--- config.mk ---
export PLATFORM = sky130hd
export DESIGN_NAME = fp_const_sub_pipe
export DESIGN_NICKNAME = d
export VERILOG_FILES = /design/src/rtl/fp_const_sub_pipe.sv
export SDC_FILE = /design/constraint.sdc
export NUM_CORES = 1
export LEC_CHECK = 0
export CAP_MARGIN = 5
export CORE_ASPECT_RATIO = 1.2
export CORE_MARGIN = 5
export CORE_UTILIZATION = 47
export DETAILED_ROUTE_END_ITERATION = 7
export PLACE_DENSITY = 0.73
export SYNTH_ARGS = -nofsm -noshare
export SYNTH_HDL_FRONTEND = slang
export SYNTH_SLANG_ARGS = --single-unit
--- constraint.sdc ---
create_clock -name clk -period 30.7 [get_ports clk]
set_input_delay 6.14 -clock clk [delete_from_list [all_inputs] [get_ports clk]]
set_output_delay 6.14 -clock clk [all_outputs]
set_load 0.02 [all_outputs]
--- src/rtl/fp_const_sub_pipe.sv ---
// fp_const_sub_pipe: three-stage pipelined OUT = K - B for IEEE-754-style
// operands, where K is a build-time constant (default 1.5). Rounding is by
// truncation and there are no guard or sticky bits. Denormals are treated
// as zero, special B values are resolved in stage 1, and a tag sideband
// travels through the pipeline in lockstep with the data.
//
// Flow control: there is no backpressure. When ce=1, every stage advances by
// one slot, and in_valid/B/in_tag are captured into stage 1. When ce=0, every
// stage, including all valids and tags, holds its value and in_valid is ignored.
// A slot whose valid bit is 0 still shifts through the pipeline, and it
// reaches the output with out_valid=0. OUT/out_tag are meaningful only while
// out_valid=1.
module fp_const_sub_pipe #(
    parameter int                   EXP_W  = 8,
    parameter int                   MAN_W  = 23,
    parameter logic [EXP_W+MAN_W:0] K_BITS = 32'h3FC00000,
    parameter int                   TAG_W  = 32
) (
    input  logic                   clk,
    input  logic                   rst,
    input  logic                   ce,
    input  logic                   in_valid,
    input  logic [EXP_W+MAN_W:0]   B,
    input  logic [TAG_W-1:0]       in_tag,
    output logic                   out_valid,
    output logic [EXP_W+MAN_W:0]   OUT,
    output logic [TAG_W-1:0]       out_tag
);

    localparam int W  = 1 + EXP_W + MAN_W;
    localparam int EW = EXP_W + 2;

    localparam logic               K_SIGN = K_BITS[W-1];
    localparam logic [EXP_W-1:0]   K_EXP  = K_BITS[W-2:MAN_W];
    localparam logic [MAN_W-1:0]   K_MAN  = K_BITS[MAN_W-1:0];

    localparam logic [EXP_W-1:0]   EXP_ONES = '1;
    localparam logic [W-1:0]       QNAN     = {1'b0, EXP_ONES, 1'b1, {(MAN_W-1){1'b0}}};

    // Any alignment shift at or beyond this distance leaves nothing of S.
    localparam logic [31:0]        DMAX  = 32'(MAN_W + 2);
    localparam logic signed [EW-1:0] E_ONE = EW'(1);
    localparam logic signed [EW-1:0] E_MAX = EW'((1 << EXP_W) - 1);

    // Leading-zero count of a hidden-bit-wide mantissa. All-zero returns MAN_W+1.
    function automatic logic [EW-1:0] lzc(input logic [MAN_W:0] v);
        logic [EW-1:0] n;
        logic          found;
        n     = '0;
        found = 1'b0;
        for (int i = MAN_W; i >= 0; i--) begin
            if (!found) begin
                if (v[i]) found = 1'b1;
                else      n     = n + E_ONE;
            end
        end
        return n;
    endfunction

    // ------------------------------------------------------------------
    // Stage 1: classify B, pick the larger magnitude, align, add/subtract
    // ------------------------------------------------------------------
    logic               b_sign;
    logic [EXP_W-1:0]   b_exp;
    logic [MAN_W-1:0]   b_man;

    assign b_sign = B[W-1];
    assign b_exp  = B[W-2:MAN_W];
    assign b_man  = B[MAN_W-1:0];

    logic               k_larger;
    logic               eff_sub;
    logic [EXP_W-1:0]   exp_a;
    logic [EXP_W-1:0]   exp_s;
    logic [EXP_W-1:0]   d;
    logic [MAN_W:0]     man_a;
    logic [MAN_W:0]     man_s;
    logic [MAN_W:0]     man_s_sh;
    logic [MAN_W+1:0]   raw_c;
    logic               sign_c;
    logic               spec_c;
    logic [W-1:0]       spec_val_c;

    // Magnitude compare, alignment by truncating shift, then the effective add/sub.
    always_comb begin
        k_larger   = ({K_EXP, K_MAN} >= {b_exp, b_man});
        // K - B: equal signs subtract magnitudes, opposite signs add them.
        eff_sub    = (K_SIGN == b_sign);
        exp_a      = K_EXP;
        man_a      = {1'b1, K_MAN};
        exp_s      = b_exp;
        man_s      = {1'b1, b_man};
        sign_c     = K_SIGN;
        man_s_sh   = '0;
        raw_c      = '0;
        spec_c     = 1'b0;
        spec_val_c = '0;

        if (!k_larger) begin
            exp_a  = b_exp;
            man_a  = {1'b1, b_man};
            exp_s  = K_EXP;
            man_s  = {1'b1, K_MAN};
            // B dominates, so the result carries the sign of -B.
            sign_c = ~b_sign;
        end

        d = exp_a - exp_s;
        if (32'(d) >= DMAX) man_s_sh = '0;
        else                man_s_sh = man_s >> d;

        if (eff_sub) raw_c = {1'b0, man_a} - {1'b0, man_s_sh};
        else         raw_c = {1'b0, man_a} + {1'b0, man_s_sh};

        // Special B values override the arithmetic result.
        if (b_exp == '0) begin
            spec_c     = 1'b1;
            spec_val_c = K_BITS;
        end else if (b_exp == EXP_ONES) begin
            spec_c = 1'b1;
            if (b_man != '0) spec_val_c = QNAN;
            else             spec_val_c = {~b_sign, EXP_ONES, {MAN_W{1'b0}}};
        end
    end

    logic                   s1_valid;
    logic [TAG_W-1:0]       s1_tag;
    logic [MAN_W+1:0]       s1_raw;
    logic signed [EW-1:0]   s1_exp;
    logic                   s1_sign;
    logic                   s1_sub;
    logic                   s1_spec;
    logic [W-1:0]           s1_spec_val;

    // Stage 1 register: captures the aligned sum/difference and special flags.
    always_ff @(posedge clk or posedge rst) begin
        if (rst) begin
            s1_valid    <= 1'b0;
            s1_tag      <= '0;
            s1_raw      <= '0;
            s1_exp      <= '0;
            s1_sign     <= 1'b0;
            s1_sub      <= 1'b0;
            s1_spec     <= 1'b0;
            s1_spec_val <= '0;
        end else if (ce) begin
            s1_valid    <= in_valid;
            s1_tag      <= in_tag;
            s1_raw      <= raw_c;
            s1_exp      <= {2'b00, exp_a};
            s1_sign     <= sign_c;
            s1_sub      <= eff_sub;
            s1_spec     <= spec_c;
            s1_spec_val <= spec_val_c;
        end
    end

    // ------------------------------------------------------------------
    // Stage 2: carry renormalise or leading-one normalise
    // ------------------------------------------------------------------
    logic                   carry;
    logic [EW-1:0]          lz;
    logic [MAN_W-1:0]       norm_frac;
    logic signed [EW-1:0]   norm_exp;
    logic                   zero_c;

    // Pick the renormalisation shift and adjust the exponent to match.
    always_comb begin
        carry     = ~s1_sub & s1_raw[MAN_W+1];
        lz        = lzc(s1_raw[MAN_W:0]);
        norm_frac = '0;
        norm_exp  = s1_exp;
        // Exact cancellation is the only way to reach an all-zero magnitude.
        zero_c    = (s1_raw == '0);
        if (carry) begin
            norm_frac = s1_raw[MAN_W:1];
            norm_exp  = s1_exp + E_ONE;
        end else begin
            norm_frac = MAN_W'(s1_raw[MAN_W:0] << lz);
            norm_exp  = s1_exp - lz;
        end
    end

    logic                   s2_valid;
    logic [TAG_W-1:0]       s2_tag;
    logic [MAN_W-1:0]       s2_frac;
    logic signed [EW-1:0]   s2_exp;
    logic                   s2_sign;
    logic                   s2_zero;
    logic                   s2_spec;
    logic [W-1:0]           s2_spec_val;

    // Stage 2 register: holds the normalised fraction and the widened exponent.
    always_ff @(posedge clk or posedge rst) begin
        if (rst) begin
            s2_valid    <= 1'b0;
            s2_tag      <= '0;
            s2_frac     <= '0;
            s2_exp      <= '0;
            s2_sign     <= 1'b0;
            s2_zero     <= 1'b0;
            s2_spec     <= 1'b0;
            s2_spec_val <= '0;
        end else if (ce) begin
            s2_valid    <= s1_valid;
            s2_tag      <= s1_tag;
            s2_frac     <= norm_frac;
            s2_exp      <= norm_exp;
            s2_sign     <= s1_sign;
            s2_zero     <= zero_c;
            s2_spec     <= s1_spec;
            s2_spec_val <= s1_spec_val;
        end
    end

    // ------------------------------------------------------------------
    // Stage 3: range check and pack (truncation is already done)
    // ------------------------------------------------------------------
    logic [W-1:0] pack_c;

    // Handle specials, cancellation, underflow flush and overflow to infinity.
    always_comb begin
        pack_c = {s2_sign, s2_exp[EXP_W-1:0], s2_frac};
        if (s2_spec) begin
            pack_c = s2_spec_val;
        end else if (s2_zero) begin
            pack_c = '0;
        end else if (s2_exp <= 0) begin
            pack_c = {s2_sign, {(W-1){1'b0}}};
        end else if (s2_exp >= E_MAX) begin
            pack_c = {s2_sign, EXP_ONES, {MAN_W{1'b0}}};
        end
    end

    // Output register: the result, its valid bit and its tag leave together.
    always_ff @(posedge clk or posedge rst) begin
        if (rst) begin
            out_valid <= 1'b0;
            OUT       <= '0;
            out_tag   <= '0;
        end else if (ce) begin
            out_valid <= s2_valid;
            OUT       <= pack_c;
            out_tag   <= s2_tag;
        end
    end

endmodule

==> flow_summary.ini, run 1 <==
[floorplan]
pin_count = 133
die_height_um = 219
die_area_mm2 = 0.0403
start_util_pct = 47.6
core_area_mm2 = 0.0359
num_rows = 76
die_w_um = 184

[grt]
grt_pass1_wl_um = 81300
gr-total-overflow = 0
grt_pass1_vias = 15670
antenna_found_initial = 0
grt_max_degree = 126
track_usage_pct = 24.2

[route]
maxUsedRoutingLayer = met4
wl_met3_um = 2750
routed-wl-met2_um = 24800
dr_total_vias = 15444
drc_errors = 0
routed_wl_um = 49600
dr.pass1.iters = 5
drt_iter0_drc = 961
m1WireLength_um = 20200
ant_nets = 0
vias_per_cell = 6.11
wl_per_cell_um = 19.6

[clocking]
path_clk_slew_ns = 0.06
cts_resized = 0
cts-buffers-inserted = 23
h-tree-depth = 1
postCtsHoldBufs = 0
clock_latency_ns = 0.53
clockBufferDepth = 3
cts_root_buffer = clkbuf_16
cts_setup_buffers = 0
clock_sinks = 209
cts_tree = built

[synthesis]
synth_edf_count = 0
yosysWarnings = 0
synthFlopType = dfrtp_1
ys_seq_area_share_pct = 30.6
yosys_register_bits = 209
synth_cells = 1978
async_flop_share_pct = 100
synth_area_mm2 = 0.0171
avgSynthCellArea_um2 = 8.65
synth_fp_nets = 2100
ys_types = 111

[timing]
drv_slew = 0
worst_pin_slew_ns = 1.10
setup_viol = 0
fin_crit_ns = 15.49
finClkSkew_ns = 0.0180
fin_crit_sh_pct = 50.5
final.setup.tns_ns = 0
finalHoldViolCount = 0
relSlewSlack_pct = 26.3
rsz0062_at_grt = no
max_freq_mhz = 64.6

[finish]
multiInputGateArea_mm2 = 0.0112
seqCellArea_mm2 = 0.00523
mostFrequentLayoutCell = dfrtp_1
fin_area_mm2 = 0.0196
diodes = 0
fillers = 3245
final_cell_mix = 209 x dfrtp_1, 180 x nor2_1, 180 x nand2_1, 136 x mux2_2, 131 x clkdlybuf4s50_1
nNetsFinal = 2165
area_growth_pct = 14.3
final_layout_size_suffix_gt1_share_pct = 13.2

[setup_path]
rr_startpoint = s1_raw[21]
criticalPathCategory = reg -> reg
worstRegToRegCells = 69
cp_common_cell = ha_1
critPathTopFamily = adder cells
worstPathRequired_ns = 31.07
cp_max_fo = 29
start_kind = flip-flop
end_kind = flip-flop
slowest_delay_ns = 0.72
path_buf_inv = 4
r2r_end = s2_exp[7]
reg2reg_slack_ns = 15.21
crit_slowest_cell = inv_1
crit_arrival_ns = 15.86

[power_and_ir_drop]
switching_share_pct = 40.3
power_density_mw_per_mm2 = 62.7
seq_power_share_pct = 33.0
p_int_mw = 0.732
power_leakage_nw = 8.02
p_switching_mw = 0.495
pwr-share-clk_pct = 23.9
peakVddDrop_mv = 0.0575
combPwrFrac_pct = 43.1

[placement]
port_buffers = 132
place_congestion = 0.973
dpl.hpwl_um = 37600
place_area_mm2 = 0.0187

[min_path]
hp-start = s2_tag[1]
hold_end = out_tag[1]
whs_path_depth = 1
hold_path.class = reg -> reg

[status]
status = finished clean

[run]
maxCapViolations = 0
[Yosys cell counts (23+ instances only)]
cell / n / area share (%)
xor2_1: 28 / 1.4
a21oi_1: 125 / 3.7
and3_1: 23 / 0.84
mux2_2: 136 / 8.9
nand3_1: 81 / 2.4
nor3_1: 60 / 1.8
a211oi_1: 27 / 1.2
and2_1: 37 / 1.4
a21o_1: 25 / 1.1
nor2b_1: 38 / 1.4
inv_1: 58 / 1.3
nor2_1: 180 / 3.9
clkbuf_1: 83 / 1.8
nand2_1: 180 / 3.9
o21ai_0: 97 / 2.8
xnor2_1: 67 / 3.4
dfrtp_1: 209 / 31
a22o_1: 23 / 1.2
mux2i_1: 75 / 4.4
ha_1: 52 / 3.8
a31oi_1: 26 / 0.95
[cell type report]
class / instances / area share, %
multi-input cells: 1595 / 57.3
flip-flops and latches: 209 / 26.8
repair buffers: 153 / 7.57
clock buffers: 31 / 3.35
well taps: 468 / 3.00
inverters: 61 / 1.21
clock inverters: 11 / 0.826
[metal layers]
layer,up-vias,track usage (%)
met3,114,3.61
li1,7364,-
met1,7422,30.0
met5,-,0
met2,544,42.4
met4,0,9.17
[metrics by stage]
stage | setup slack, ns | cells | hold WS [ns] | total power, mW | utilization [%]
floorplan | 17.10 | 1978 | 0.453 | 0.758 | -
global placement | 16.12 | 2486 | 0.479 | 0.916 | 52.1
detailed placement | 15.45 | 2486 | 0.481 | 0.928 | 52.1
CTS | 15.41 | 2528 | 0.493 | 1.23 | 54.4
global route | 14.09 | 2528 | 0.507 | 1.30 | 54.4
finish | 15.21 | 2528 | 0.490 | 1.23 | 54.4
[power by group through the flow]
stage	sequential [mW]	combinational [mW]	clock, mW
after floorplan	0.395	0.363	0
after global placement	0.404	0.511	0
after detailed placement	0.407	0.522	0
after CTS	0.403	0.525	0.300
after global routing	0.412	0.578	0.311
final	0.404	0.529	0.293
[cells by family after synthesis]
logic type / count (synthesis) / synth area share (%)
adder cells (fa/ha/maj): 56 / 4.15
buffers and inverters: 174 / 4.03
XOR/XNOR: 107 / 6.19
AND/OR/NAND/NOR: 730 / 21.7
flip-flops: 209 / 30.6
AO/OA/AOI/OAI: 484 / 19.1
multiplexers: 218 / 14.2
[state kept, by name (all words and copies together), names as in the netlist, 8 cells and up]
name and cells:
s2_exp 10, s1_tag 32, s1_raw 25, s1_exp 8, s2_tag 32, OUT 32
out_tag 32, s2_frac 23
[worst max path at each step]
stage | start | end | slack, ns | cells after the start
detailed placement | s1_raw[21] | s2_exp[7] | 15.45 | 69
CTS | s1_raw[21] | s2_exp[7] | 15.41 | 69
global placement | s1_raw[21] | s2_exp[7] | 16.12 | 69
global route | s1_raw[21] | s2_exp[7] | 14.09 | 69
floorplan | s1_raw[20] | s2_exp[7] | 17.10 | 72
finish | s1_raw[21] | s2_exp[7] | 15.21 | 69
Note: power is estimated with default switching activity, not from simulation.
==> inputs of run 2 (changes only) <==
- PLACE_DENSITY: 0.73 -> 0.76
- clock period: 30.7 -> 12.8 ns (I/O delays scaled with it)
==> run 2 against run 1 <==
First-iteration DRC count grew 18%. Final cell count is 2.2% higher. Non-clock buffer count up 56. Count of clock-buffer cells in the layout decreased by 1. Sequential power rose by 140%. Combinational power rose to 2.7 times the previous value.
==> flow_summary.ini, run 2 (synthesized netlist as in run 1, its figures left out) <==
[floorplan]
die_height_um = 219
pin_count = 133
die_w_um = 184
die_area_mm2 = 0.0403
num_rows = 76
start_util_pct = 47.6
core_area_mm2 = 0.0359

[clocking]
path_clk_slew_ns = 0.07
clock_latency_ns = 0.52
postCtsHoldBufs = 0
clockBufferDepth = 3
cts_root_buffer = clkbuf_16
cts-buffers-inserted = 23
clock_sinks = 209
h-tree-depth = 1
cts_tree = built

[route]
dr.pass1.iters = 8
m1WireLength_um = 20600
wl_per_cell_um = 19.9
maxUsedRoutingLayer = met4
drt_iter0_drc = 1133
wl_met3_um = 3160
dr_total_vias = 15979
routed_wl_um = 51300
drc_errors = 0
vias_per_cell = 6.18
ant_nets = 0
routed-wl-met2_um = 25200

[timing]
fin_crit_ns = 12.50
setup_viol = 0
fin_ws_ns = 0.298
drv_slew = 0
rsz0062_at_grt = yes
relSlewSlack_pct = 30.5
fin_crit_sh_pct = 97.7
final.setup.tns_ns = 0
finalHoldViolCount = 0
finClkSkew_ns = 0.0152
max_freq_mhz = 80.0
holdWs_ns = 0.498
worst_pin_slew_ns = 1.03

[power_and_ir_drop]
p_total_mw = 3.07
peakVddDrop_mv = 0.130
power_leakage_nw = 8.31
power_density_mw_per_mm2 = 152

[min_path]
hold_path.class = reg -> reg

[placement]
port_buffers = 132
place_area_mm2 = 0.0190
post-place-ws_ns = -0.380
dp.cells = 2512
dpl.hpwl_um = 38300
place_congestion = 0.997

[finish]
layout.cells.non_filler = 2584
final_cell_mix = 207 x dfrtp_1, 176 x nor2_1, 176 x nand2_1, 132 x mux2_2, 131 x clkdlybuf4s50_1
nNetsFinal = 2221
seqCellArea_mm2 = 0.00523
fillers = 3161
area_growth_pct = 18.5
multiInputGateArea_mm2 = 0.0115
final_util_pct = 56.4
mostFrequentLayoutCell = dfrtp_1
final_layout_size_suffix_gt1_share_pct = 17.7
diodes = 0
fin_area_mm2 = 0.0203

[grt]
grt_max_degree = 133
grt_pass1_vias = 15705
grt_pass1_wl_um = 82500
antenna_found_initial = 0
gr-total-overflow = 0
track_usage_pct = 24.6

[setup_path]
criticalPathCategory = reg -> reg
cp_max_fo = 4
path_buf_inv = 3
worstPathRequired_ns = 13.17
slowest_delay_ns = 0.53
crit_arrival_ns = 12.87
cp_common_cell = ha_1
end_kind = flip-flop
crit_slowest_cell = or4_1
start_kind = flip-flop
critPathTopFamily = adder cells

[run]
maxCapViolations = 0

[status]
status = finished clean
[run 2: routing by layer]
| metal | vias to the layer above | global-route usage (%) |
|---|---|---|
| met3 | 147 | 3.37 |
| li1 | 7474 | - |
| met1 | 7717 | 31.2 |
| met4 | 0 | 9.99 |
| met2 | 641 | 42.2 |
| met5 | - | 0 |
[run 2: final timing paths]
check                      cells past startpoint    endpoint  slack (ns)  startpoint
min                                            1     s1_spec        0.50     s1_spec
max in group asynchronous                      3  s1_tag[18]        8.65         rst
max                                           65   s2_exp[7]        0.30  s1_raw[20]
max reg2reg                                   65   s2_exp[7]        0.30  s1_raw[20]
min reg2reg                                    1     s1_spec        0.50     s1_spec
min in group asynchronous                      2     OUT[24]        2.65         rst
[run 2: cell type report]
type	instances	share of cell area [%]
clock buffer	30	3.17
inverter	61	1.17
sequential	209	25.8
tap	468	2.89
multi-input combinational	1595	56.8
clock inverter	12	0.679
timing repair buffer	209	9.46
[run 2: where the power goes]
| part | total [mW] | switching (mW) | internal (mW) | leakage [nW] |
|---|---|---|---|---|
| logic | 1.44 | 0.813 | 0.627 | 5.43 |
| registers | 0.963 | 0.158 | 0.804 | 2.51 |
| clock network | 0.671 | 0.272 | 0.399 | 0.383 |
| total | 3.07 | 1.24 | 1.83 | 8.31 |
[run 2: what timing repair did]
item / CTS / global route
setup endpoints to repair: 27 / 31
pin swaps: 12 / 50
cloned: 0 / 0
resized for setup: 7 / 48
setup buffers: 15 / 15
[run 2: worst register-to-register path: cells and delay by family, from the launching register on]
kind,cells,cell delay (ns)
flip-flops,1,0.44
multiplexers,5,1.29
buffers and inverters,3,0.37
adder cells (fa/ha/maj),13,3.54
AO/OA/AOI/OAI,22,3.41
AND/OR/NAND/NOR,20,2.72
XOR/XNOR,2,0.56
==> inputs of run 3 (changes only) <==
- CORE_ASPECT_RATIO: 1.2 -> unset
- PLACE_DENSITY: 0.76 -> 0.73
- clock period: 12.8 -> 13.4 ns (I/O delays scaled with it)
==> run 3 against run 2 <==
Clock skew grew 0.0039 ns. Critical path depth grew 4. Sequential share of layout area grew 0.43 points. Sequential power shrank 3.9%. Die area is essentially flat. Non-clock buffer count shrank 28. Register-to-register slack gained 0.32 ns. First-iteration DRC count shrank 0.79%. Power shrank 6.7%. Largest cell class unchanged. Largest power group unchanged.
==> flow_summary.ini, run 3 (synthesized netlist as in run 1, its figures left out) <==
[finish]
area_growth_pct = 16.5
final_cell_mix = 207 x dfrtp_1, 179 x nand2_1, 178 x nor2_1, 134 x mux2_2, 131 x clkdlybuf4s50_1
layout.cells.non_filler = 2549
final_layout_size_suffix_gt1_share_pct = 15.5
nNetsFinal = 2193
final_util_pct = 55.8
diodes = 0
mostFrequentLayoutCell = dfrtp_1

[floorplan]
pin_count = 133
die_area_mm2 = 0.0403
core_area_mm2 = 0.0357
num_rows = 69
die_w_um = 201
die_height_um = 201
start_util_pct = 47.9

[placement]
dpl.hpwl_um = 38200
dp.cells = 2494
place_congestion = 0.954
port_buffers = 132

[route]
wl_per_cell_um = 20.0
dr_total_vias = 15575
drc_errors = 0
ant_nets = 0
routed_wl_um = 50900
vias_per_cell = 6.11
dr.pass1.iters = 5
drt_iter0_drc = 1124

[grt]
grt_pass1_vias = 15452
grt_pass1_wl_um = 82600
track_usage_pct = 24.3
gr-total-overflow = 0
grt_max_degree = 130
antenna_found_initial = 0

[setup_path]
worstPathRequired_ns = 13.82
path_buf_inv = 5
slowest_delay_ns = 0.43
crit_slowest_cell = dfrtp_2
end_kind = flip-flop
cp_max_fo = 8
crit_arrival_ns = 13.20
start_kind = flip-flop
cp_common_cell = ha_1
critPathTopFamily = adder cells
criticalPathCategory = reg -> reg

[min_path]
hold_path.class = reg -> reg

[clocking]
cts_tree = built
cts-buffers-inserted = 23
cts_root_buffer = clkbuf_16
clock_sinks = 209
path_clk_slew_ns = 0.06
postCtsHoldBufs = 0
clock_latency_ns = 0.53
h-tree-depth = 1
clockBufferDepth = 3

[power_and_ir_drop]
p_total_mw = 2.87
power_density_mw_per_mm2 = 144
power_leakage_nw = 8.17
peakVddDrop_mv = 0.106

[timing]
finalHoldViolCount = 0
drv_slew = 0
holdWs_ns = 0.493
finClkSkew_ns = 0.0191
worst_pin_slew_ns = 1.04
relSlewSlack_pct = 30.9
fin_crit_sh_pct = 95.4
max_freq_mhz = 78.2
setup_viol = 0
fin_crit_ns = 12.79

[status]
status = finished clean

[run]
maxCapViolations = 0
run 3: cell count changes in the layout (fill, tap and decap cells not counted), moves of 3 or more:
cell,before,now
buf_4,75,47
a21oi_1,121,125
a21oi_2,6,2
clkbuf_8,4,1
ha_1,44,47
nand2_1,176,179
nand2_2,5,2
o21ai_1,10,7
run 3: worst paths after layout:
path / start / end / slack (ns) / cells past startpoint
max: s1_raw[21] / s2_frac[10] / 0.61 / 69
min: s2_frac[5] / OUT[5] / 0.49 / 1
max reg2reg: s1_raw[21] / s2_frac[10] / 0.61 / 69
min reg2reg: s2_frac[5] / OUT[5] / 0.49 / 1
max in group asynchronous: rst / s1_raw[21] / 9.02 / 3
min in group asynchronous: rst / s1_tag[20] / 2.75 / 2
run 3: power breakdown:
part | internal [mW] | switching [mW]
clock network | 0.386 | 0.271
logic | 0.550 | 0.736
registers | 0.768 | 0.157
run 3: timing repair:
item	CTS	global route
endpoints found under the setup margin	28	31
pin swaps	4	15
gates resized for setup	4	29
buffers inserted	5	8
endpoints found under the hold margin	0	0
run 3: through the flow:
stage	cell area, um^2	TNS, ns	setup slack, ns
after floorplan	17100	0	0.0553
after global routing	19900	-0.480	-0.0883
after detailed placement	18800	-6.51	-0.364
after CTS	19700	0	0.0476
after global placement	18800	0	0.103
final	19900	0	0.615
run 3: metal layers:
metal	share of wire [%]	vias to the layer above	global-route usage (%)
li1	-	7435	-
met1	44	7537	33.3
met2	48	518	41.1
met3	5.3	85	2.76
met4	2.9	0	6.86
met5	0	-	0
run 3: area by class of cell:
class / instances / area (um^2)
repair buffers: 181 / 1720
clock buffers: 28 / 604
clock inverters: 14 / 184
fillers: 3212 / 15800
well taps: 461 / 577
flip-flops and latches: 209 / 5230
multi-input cells: 1595 / 11400
inverters: 61 / 236
